## src/rtl/scanline_pkg.sv

```systemverilog
// Shared scanline geometry for the packer and the downstream UART streamer.
package scanline_pkg;

  localparam int SCANLINE_WIDTH = 160;
  localparam int SCANLINE_BYTES = SCANLINE_WIDTH / 8;

endpackage

```

## src/rtl/scanline_fifo.sv

```systemverilog
// Scanline FIFO: DEPTH entries of WIDTH bits, wrap-bit pointers.
// A push while full is only taken when a pop happens in the same cycle;
// a pop while empty is ignored.
module scanline_fifo #(
  parameter int DEPTH = 4,
  parameter int WIDTH = 160
) (
  input  logic             clk,
  input  logic             reset,
  input  logic             push,
  input  logic             pop,
  input  logic [WIDTH-1:0] din,
  output logic [WIDTH-1:0] dout,
  output logic             empty,
  output logic             full
);

  localparam int AW = $clog2(DEPTH);
  localparam int PW = AW + 1;

  logic [PW-1:0]    wr_ptr_q, wr_ptr_d;
  logic [PW-1:0]    rd_ptr_q, rd_ptr_d;
  logic [WIDTH-1:0] mem_q [DEPTH];
  logic [WIDTH-1:0] mem_d [DEPTH];
  logic             do_push;
  logic             do_pop;

  assign empty   = (wr_ptr_q == rd_ptr_q);
  assign full    = (wr_ptr_q[AW] != rd_ptr_q[AW]) &&
                   (wr_ptr_q[AW-1:0] == rd_ptr_q[AW-1:0]);
  assign do_pop  = pop && !empty;
  assign do_push = push && (!full || pop);
  assign dout    = mem_q[rd_ptr_q[AW-1:0]];

  // Next pointers and storage contents for this cycle's push/pop.
  always_comb begin
    wr_ptr_d = wr_ptr_q + PW'(do_push);
    rd_ptr_d = rd_ptr_q + PW'(do_pop);
    mem_d    = mem_q;
    if (do_push) begin
      mem_d[wr_ptr_q[AW-1:0]] = din;
    end
  end

  // Pointer and storage registers; reset empties the FIFO.
  always_ff @(posedge clk or posedge reset) begin
    if (reset) begin
      wr_ptr_q <= '0;
      rd_ptr_q <= '0;
      for (int i = 0; i < DEPTH; i++) begin
        mem_q[i] <= '0;
      end
    end else begin
      wr_ptr_q <= wr_ptr_d;
      rd_ptr_q <= rd_ptr_d;
      mem_q    <= mem_d;
    end
  end

endmodule

```

## src/rtl/scanline_packer.sv

```systemverilog
// Scanline packer: assembles a serial pixel stream into WIDTH-bit scanlines
// and buffers completed lines in a small FIFO for a downstream consumer.
// Optional: define SCANLINE_PACKER_DROP_COUNT_EN to add a saturating
// 16-bit count of dropped lines on output drop_count.
module scanline_packer
  import scanline_pkg::*;
#(
  parameter int DEPTH = 4,
  parameter int WIDTH = SCANLINE_WIDTH
) (
  input  logic             clk,
  input  logic             reset,
  input  logic             line_start,
  input  logic             pixel_valid,
  input  logic             pixel,
  input  logic             fifo_ack,
  output logic             fifo_empty,
  output logic [WIDTH-1:0] scanline,
  output logic             overflow
`ifdef SCANLINE_PACKER_DROP_COUNT_EN
  ,
  output logic [15:0]      drop_count
`endif
);

  localparam int IW = $clog2(WIDTH + 1);
  localparam logic [IW-1:0]    IDX_IDLE = IW'(WIDTH);
  localparam logic [IW-1:0]    IDX_LAST = IW'(WIDTH - 1);
  localparam logic [WIDTH-1:0] ONE      = WIDTH'(1);

  logic [IW-1:0]    idx_q, idx_d;
  logic [WIDTH-1:0] asm_q, asm_d;
  logic             overflow_q, overflow_d;
  logic [IW-1:0]    start_idx;
  logic [WIDTH-1:0] start_asm;
  logic [WIDTH-1:0] bit_mask;
  logic             line_push;
  logic             line_drop;
  logic             fifo_full;

  // Pixel assembly: line_start restarts the line (and may carry pixel 0),
  // excess pixels are ignored, the last pixel completes and pushes the line.
  always_comb begin
    start_idx = line_start ? '0 : idx_q;
    start_asm = line_start ? '0 : asm_q;
    bit_mask  = ONE << start_idx;
    idx_d     = start_idx;
    asm_d     = start_asm;
    line_push = 1'b0;
    if (pixel_valid && (start_idx != IDX_IDLE)) begin
      asm_d = (start_asm & ~bit_mask) | ({WIDTH{pixel}} & bit_mask);
      idx_d = start_idx + IW'(1);
      if (start_idx == IDX_LAST) begin
        line_push = 1'b1;
      end
    end
  end

  assign line_drop = line_push && fifo_full && !fifo_ack;

  // Sticky overflow: set on any dropped line, cleared only by reset.
  always_comb begin
    overflow_d = overflow_q | line_drop;
  end

  // Assembly state registers; reset leaves the packer idle until line_start.
  always_ff @(posedge clk or posedge reset) begin
    if (reset) begin
      idx_q      <= IDX_IDLE;
      asm_q      <= '0;
      overflow_q <= 1'b0;
    end else begin
      idx_q      <= idx_d;
      asm_q      <= asm_d;
      overflow_q <= overflow_d;
    end
  end

  assign overflow = overflow_q;

  scanline_fifo #(
    .DEPTH(DEPTH),
    .WIDTH(WIDTH)
  ) u_fifo (
    .clk   (clk),
    .reset (reset),
    .push  (line_push),
    .pop   (fifo_ack),
    .din   (asm_d),
    .dout  (scanline),
    .empty (fifo_empty),
    .full  (fifo_full)
  );

`ifdef SCANLINE_PACKER_DROP_COUNT_EN
  logic [15:0] drop_count_q, drop_count_d;

  // Saturating count of dropped lines.
  always_comb begin
    drop_count_d = drop_count_q;
    if (line_drop && (drop_count_q != 16'hFFFF)) begin
      drop_count_d = drop_count_q + 16'd1;
    end
  end

  // Drop counter register.
  always_ff @(posedge clk or posedge reset) begin
    if (reset) begin
      drop_count_q <= '0;
    end else begin
      drop_count_q <= drop_count_d;
    end
  end

  assign drop_count = drop_count_q;
`endif

endmodule

```

## config.mk

```make
export PLATFORM = sky130hd
export DESIGN_NAME = scanline_packer
export DESIGN_NICKNAME = d
export VERILOG_FILES = /design/src/rtl/scanline_pkg.sv /design/src/rtl/scanline_fifo.sv /design/src/rtl/scanline_packer.sv
export SDC_FILE = /design/constraint.sdc
export NUM_CORES = 2
export LEC_CHECK = 0
export BUFFER_PORTS_ARGS = -buffer_cell sky130_fd_sc_hd__buf_2
export CORE_AREA = 2 2 185 368
export CTS_CLUSTER_DIAMETER = 60
export DETAILED_ROUTE_END_ITERATION = 12
export DIE_AREA = 0 0 187 370
export GPL_ROUTABILITY_DRIVEN = 0
export PLACE_DENSITY = 0.82
export SKIP_CTS_REPAIR_TIMING = 1
export SLEW_MARGIN = 0
export SYNTH_ARGS = -nofsm -noshare
export SYNTH_HDL_FRONTEND = slang
export SYNTH_SLANG_ARGS = --single-unit
export TNS_END_PERCENT = 20
```

## constraint.sdc

```tcl
create_clock -name clk -period 65.8 [get_ports clk]
set_clock_uncertainty 0.05 [all_clocks]
set_input_delay 6.58 -clock clk [delete_from_list [all_inputs] [get_ports clk]]
set_output_delay 6.58 -clock clk [all_outputs]
set_load 0.02 [all_outputs]
```

* Yosys cells after proc, flatten, opt, wreduce, memory -nomap -nowiden
Cells that the tools add are included.
** Operators by class
- Add/subtract/negate cells :: 3
- Order comparisons :: 3
- Equal/unequal tests :: 5
- Shift operators :: 1
- Muxes and demuxes :: 12
- Bitwise gates (word level) :: 7
- Reductions and logical operators :: 11
** Operators with widths (number)
- $mux 160 :: 5
- $bwmux 640 :: 1
- $and 160x160->160 :: 2
- $bmux 160 s2 :: 1
- $demux 160 s2 :: 1
- $not 160->160 :: 1
- $or 160x160->160 :: 1
- $shl 1x8->160 const A :: 1
- $mux 8 :: 2
- $add 8x1->8 const B :: 1
- $eq 8x8->1 const B :: 1
- $ne 8x8->1 const B :: 1
- $logic_and 1x1->1 :: 7
- $add 3x1->3 :: 2
- $ge 3x3->1 const B :: 2
- $not 2->3 :: 2
- $eq 3x3->1 :: 1
- $logic_not 1->1 :: 3
- $lt 3x1->1 const B :: 1
- $eq 2x2->1 :: 1
- $mux 1 :: 2
- $logic_or 1x1->1 :: 1
- $ne 1x1->1 :: 1
- $or 1x1->1 :: 1
** Word-level totals
- Bits in registers :: 815
- Input port bits :: 6
- Output and inout bits :: 162
- Logic and storage cells :: 51

* Logic depth before layout (Yosys ltp)
- Word-level depth :: 7
- Depth in mapped cells :: 12
- Gate-level depth less buffers :: 7

* By module
Synthesis repeated with hierarchy kept, for this count alone.
** Second synthesis, totals
- Cells, all modules :: 2398
- Area, all modules :: 37781.2 um^2
** Modules (own cells, without submodules)
- scanline_fifo :: times used 1, cells each 1576, area an instance 29517.1 um^2, seq. area each 16165.5 um^2
- scanline_packer :: times used 1, cells each 822, area an instance 8264.2 um^2, seq. area each 4231.6 um^2

* Least setup slack after synthesis
No wires, ideal clock.
- Kind :: in2reg
- Start :: input line_start
- End :: register u_fifo.mem_q[111] (netlist bit)
- Setup time :: 0.125 ns
- Arrival time :: 8.934 ns
- Required time :: 65.625 ns
- Setup slack :: 56.691 ns
- Stages on the path :: 12
- Path buffers :: 5
- Path through :: buf_2 -> buf_2 -> clkbuf_1 -> inv_1 -> clkbuf_1 -> and3_1 -> ha_1 -> clkbuf_1 -> nand2_1 -> nor3_1 -> mux2_2 -> mux2_2
** Between the ends
- Word-level cells in the longest chain between the ends :: 7
- Elaborated cells on any way between the ends :: 15
- Classes of those cells :: eq/ne: 2; shift: 1; mux: 6; bitwise: 4; reduce/logical: 2
** RTL lines
- start, declared :: RTL line scanline_packer.sv:13 : input logic line_start,
- $mux 8 :: RTL line scanline_packer.sv:44 : start_idx = line_start ? '0 : idx_q;
- $shl 1x8->160 :: RTL line scanline_packer.sv:46 : bit_mask = ONE << start_idx;
- $not 160->160 :: RTL line scanline_packer.sv:51 : asm_d = (start_asm & ~bit_mask) | ({WIDTH{pixel}} & bit_mask);
- $and 160x160->160 :: RTL line scanline_packer.sv:51
- $or 160x160->160 :: RTL line scanline_packer.sv:51
- $mux 160 :: RTL line scanline_packer.sv:50 : if (pixel_valid && (start_idx != IDX_IDLE)) begin
- $bwmux 640 :: RTL line scanline_fifo.sv:41 : mem_d[wr_ptr_q[AW-1:0]] = din;
- end signal, assigned :: RTL line scanline_fifo.sv:56 : mem_q <= mem_d;
- end, declared :: RTL line scanline_fifo.sv:23 : logic [WIDTH-1:0] mem_q [DEPTH];
Several ways; a longest one is shown, not always the timed one.
A chain may end at the register's enable or synchronous reset.

* Final worst setup path
- Start :: register u_fifo.rd_ptr_q[1]
- End :: output scanline[118]
** Between the ends
- Word-level cells in the longest chain between the ends :: 4
** RTL lines
- start, declared :: RTL line scanline_fifo.sv:22 : logic [PW-1:0] rd_ptr_q, rd_ptr_d;
- start signal, assigned :: RTL line scanline_fifo.sv:55 : rd_ptr_q <= rd_ptr_d;
- $not 2->3 (implied by the code) :: RTL line scanline_fifo.sv:33 : assign dout = mem_q[rd_ptr_q[AW-1:0]];
- $bmux 160 s2 :: RTL line scanline_fifo.sv:33
- $mux 160 (implied by the code) (2 in series) :: RTL line scanline_fifo.sv:33
- end, declared :: RTL line scanline_packer.sv:18 : output logic [WIDTH-1:0] scanline,
Every way passes these cells. The select of a mux whose other input is x is not followed.

==> results.cfg <==
[die]
ioPinCount = 168
num_rows = 134
start_util_pct = 57.1
die_x_um = 187
dieArea_mm2 = 0.0692
design.core.area_mm2 = 0.0666
dieHeight_um = 370

[finish]
layout-drive-gt1-share_pct = 26.7
fillers = 4973
seq_area_mm2 = 0.0204
syn_to_final_growth_pct = 9.85
multi_input_area_mm2 = 0.0149
nets = 2962
final_util_pct = 62.7

[worst_setup_path]
critPathCaptureType = output port
crit_arrival_ns = 4.16
crit_type = flop to output port
worstRegToRegCells = 6
crit_slowest_cell = dfrtp_4
crit_path_max_fanout = 58
startpoint_type = flop
r2r_setup_slack_ns = 61.58
cp.buffers_inverters = 3
crit_top_cell = buf_4
path_cells = buf_4, buf_4, mux4_2, buf_2
cp_num_cells = 4
cp_top_family = buffers and inverters
cp.required_ns = 59.17
max_stage_delay_ns = 0.97

[clock_tree]
cts_tree = done
clk_path_buf_depth = 3
clock_tree.htree_level_count = 3
path_clk_slew_ns = 0.07
worstSkewPairLatency_ns = 0.63
cts_buffers = 73
cts_sinks = 815
root_buffer = clkbuf_16

[grt]
met1_usage_pct = 33.6
grtUsageTotal_pct = 27.8
grt_overflow = 0
grt_pass1_vias = 26100
grtUsageMet3_pct = 4.16
antenna_found_initial = 4
grtUsageMet2_pct = 49.6
grt-busiest-layer = met2
grt_max_degree = 201
grt_pass1_wl_um = 150000

[power_and_ir_drop]
leakage_nw = 20.8
ir_drop_mv = 0.0216
pwr_density_cell_mw_per_mm2 = 25.5

[timing]
slew_headroom_pct = 21.8
worstMarginPinSlew_ns = 1.17
setup_viol = 0
layout_min_cycle_time_ns = 10.79
period_share_pct = 16.4
max_clock_freq_ghz = 0.0926
hold_ws_ns = 0.439
hold_viol = 0
tns_ns = 0
finalMaxSlewViolations = 0
rsz0062_at_grt = no

[min_path]
hp-class = flop to flop
hold_path_depth = 1

[detailed_routing]
drt_first_pass_iters = 5
drt_iter0_markers = 1915
finalWirelength_um = 93600
vias = 23300
ant_nets = 0
wl_per_cell_um = 24.0
drc_errors = 0
via_per_inst = 5.98

[yosys]
ys.warnings.count = 0
ys_top_cells_by_area = dfrtp_1, mux2i_1, mux4_2, mux2_2, inv_1
synth-seq-cells = 815
synthCells = 2880
synth_ff_type = dfrtp_1
seq_area_frac_synth_pct = 53.6
synth-edff-count = 0
synth_top_cell_area_share_pct = 53.5
async_reset_ff_share_pct = 100
synth.cell_area_mm2 = 0.0380
synthesis.nets = 2891
yosysUniqueCellTypes = 58
avgSynthCellArea_um2 = 13.2
yosysTopAreaCell = dfrtp_1

[job]
drv_cap = 0

[placement]
place_hpwl_um = 56200
portBuffers = 167

[run_status]
status = finished clean
## layer usage
layer	share of wire, %	wire length (um)
met3	5.0	4700
met1	38	35700
met4	3.9	3610
met2	53	49600
met5	0.048	45
## synth_stat cells (5+ instances only)
master,count
a311o_1,7
and2_1,6
buf_1,19
buf_2,57
buf_4,39
buf_6,5
clkbuf_1,85
dfrtp_1,813
ha_1,5
inv_1,477
mux2_1,32
mux2_2,293
mux2i_1,464
mux4_2,160
nand2_1,19
nand3_1,9
nand3b_1,6
nand4_1,117
nor2_1,7
nor2b_1,146
nor3_1,6
nor4_1,14
o211ai_1,8
o21ai_0,11
xnor2_1,5
xor2_1,5
## cell type report
type	count	area share [%]
antenna	2	0.0120
clock buffer	104	5.07
timing repair buffer	201	2.78
inverter	477	4.30
sequential	815	48.9
multi-input combinational	1383	35.6
clock inverter	30	0.704
tap	884	2.65
## power by group
part           switching [mW]  total, mW  leakage (nW)  internal (mW)
Sequential             0.0139      0.516          9.45          0.502
Combinational          0.0726      0.116          10.1         0.0434
Clock                   0.192      0.431          1.19          0.239
Total                   0.278       1.06          20.8          0.785
## logic make-up after synthesis
group	share of synthesized area (%)
AOI/OAI and AO/OA	0.859
adders and majority gates	0.165
and+or+nand+nor	6.37
DFF	53.6
buffers and inverters	7.40
muxes	31.3
xor gates and xnor gates	0.230
## cells in the final DEF (no fill, tap or decap), types with 6 or more instances in the layout
cell type / Yosys / routed
mux2_1: 32 / 32
nor3_1: 6 / 6
dfrtp_1: 813 / 811
nand2_1: 19 / 19
clkinv_2: 0 / 17
nand3_1: 9 / 9
o211ai_1: 8 / 8
mux2i_1: 464 / 464
nand3b_1: 6 / 6
clkbuf_1: 85 / 16
clkbuf_16: 0 / 75
buf_2: 57 / 165
a311o_1: 7 / 7
inv_1: 477 / 476
nand4_1: 117 / 117
nor2b_1: 146 / 143
buf_4: 39 / 30
mux2_2: 293 / 293
nor4_1: 14 / 13
o21ai_0: 11 / 11
clkbuf_8: 0 / 13
mux4_2: 160 / 160
## state kept, by name, summed over array words and instances (netlist names)
register,flops
idx_q,8
u_fifo.rd_ptr_q,3
u_fifo.wr_ptr_q,3
asm_q,160
overflow,1
u_fifo.mem_q,640
## final timing paths
check	to	start
worst max-delay path	scanline[118]	u_fifo.rd_ptr_q[1]
worst min-delay path	u_fifo.mem_q[486]	u_fifo.mem_q[486]
worst max register to register	u_fifo.mem_q[383]	u_fifo.rd_ptr_q[1]
worst min register to register	u_fifo.mem_q[486]	u_fifo.mem_q[486]
max in group asynchronous	asm_q[98]	reset
min in group asynchronous	u_fifo.mem_q[344]	reset
## metrics by stage
step           cell area [um^2]  std cells  total power [mW]  worst slack, ns
2_1_floorplan             38000       2880             0.611            36.28
4_1_cts                   41800       3894              1.07            54.94
3_3_place_gp              39400       3760             0.642            55.61
5_1_grt                   41800       3894              1.10            54.77
3_5_place_dp              39400       3760             0.644            55.45
6_report                  41800       3896              1.06            55.01
No activity file was read; power rests on OpenSTA's default activity.
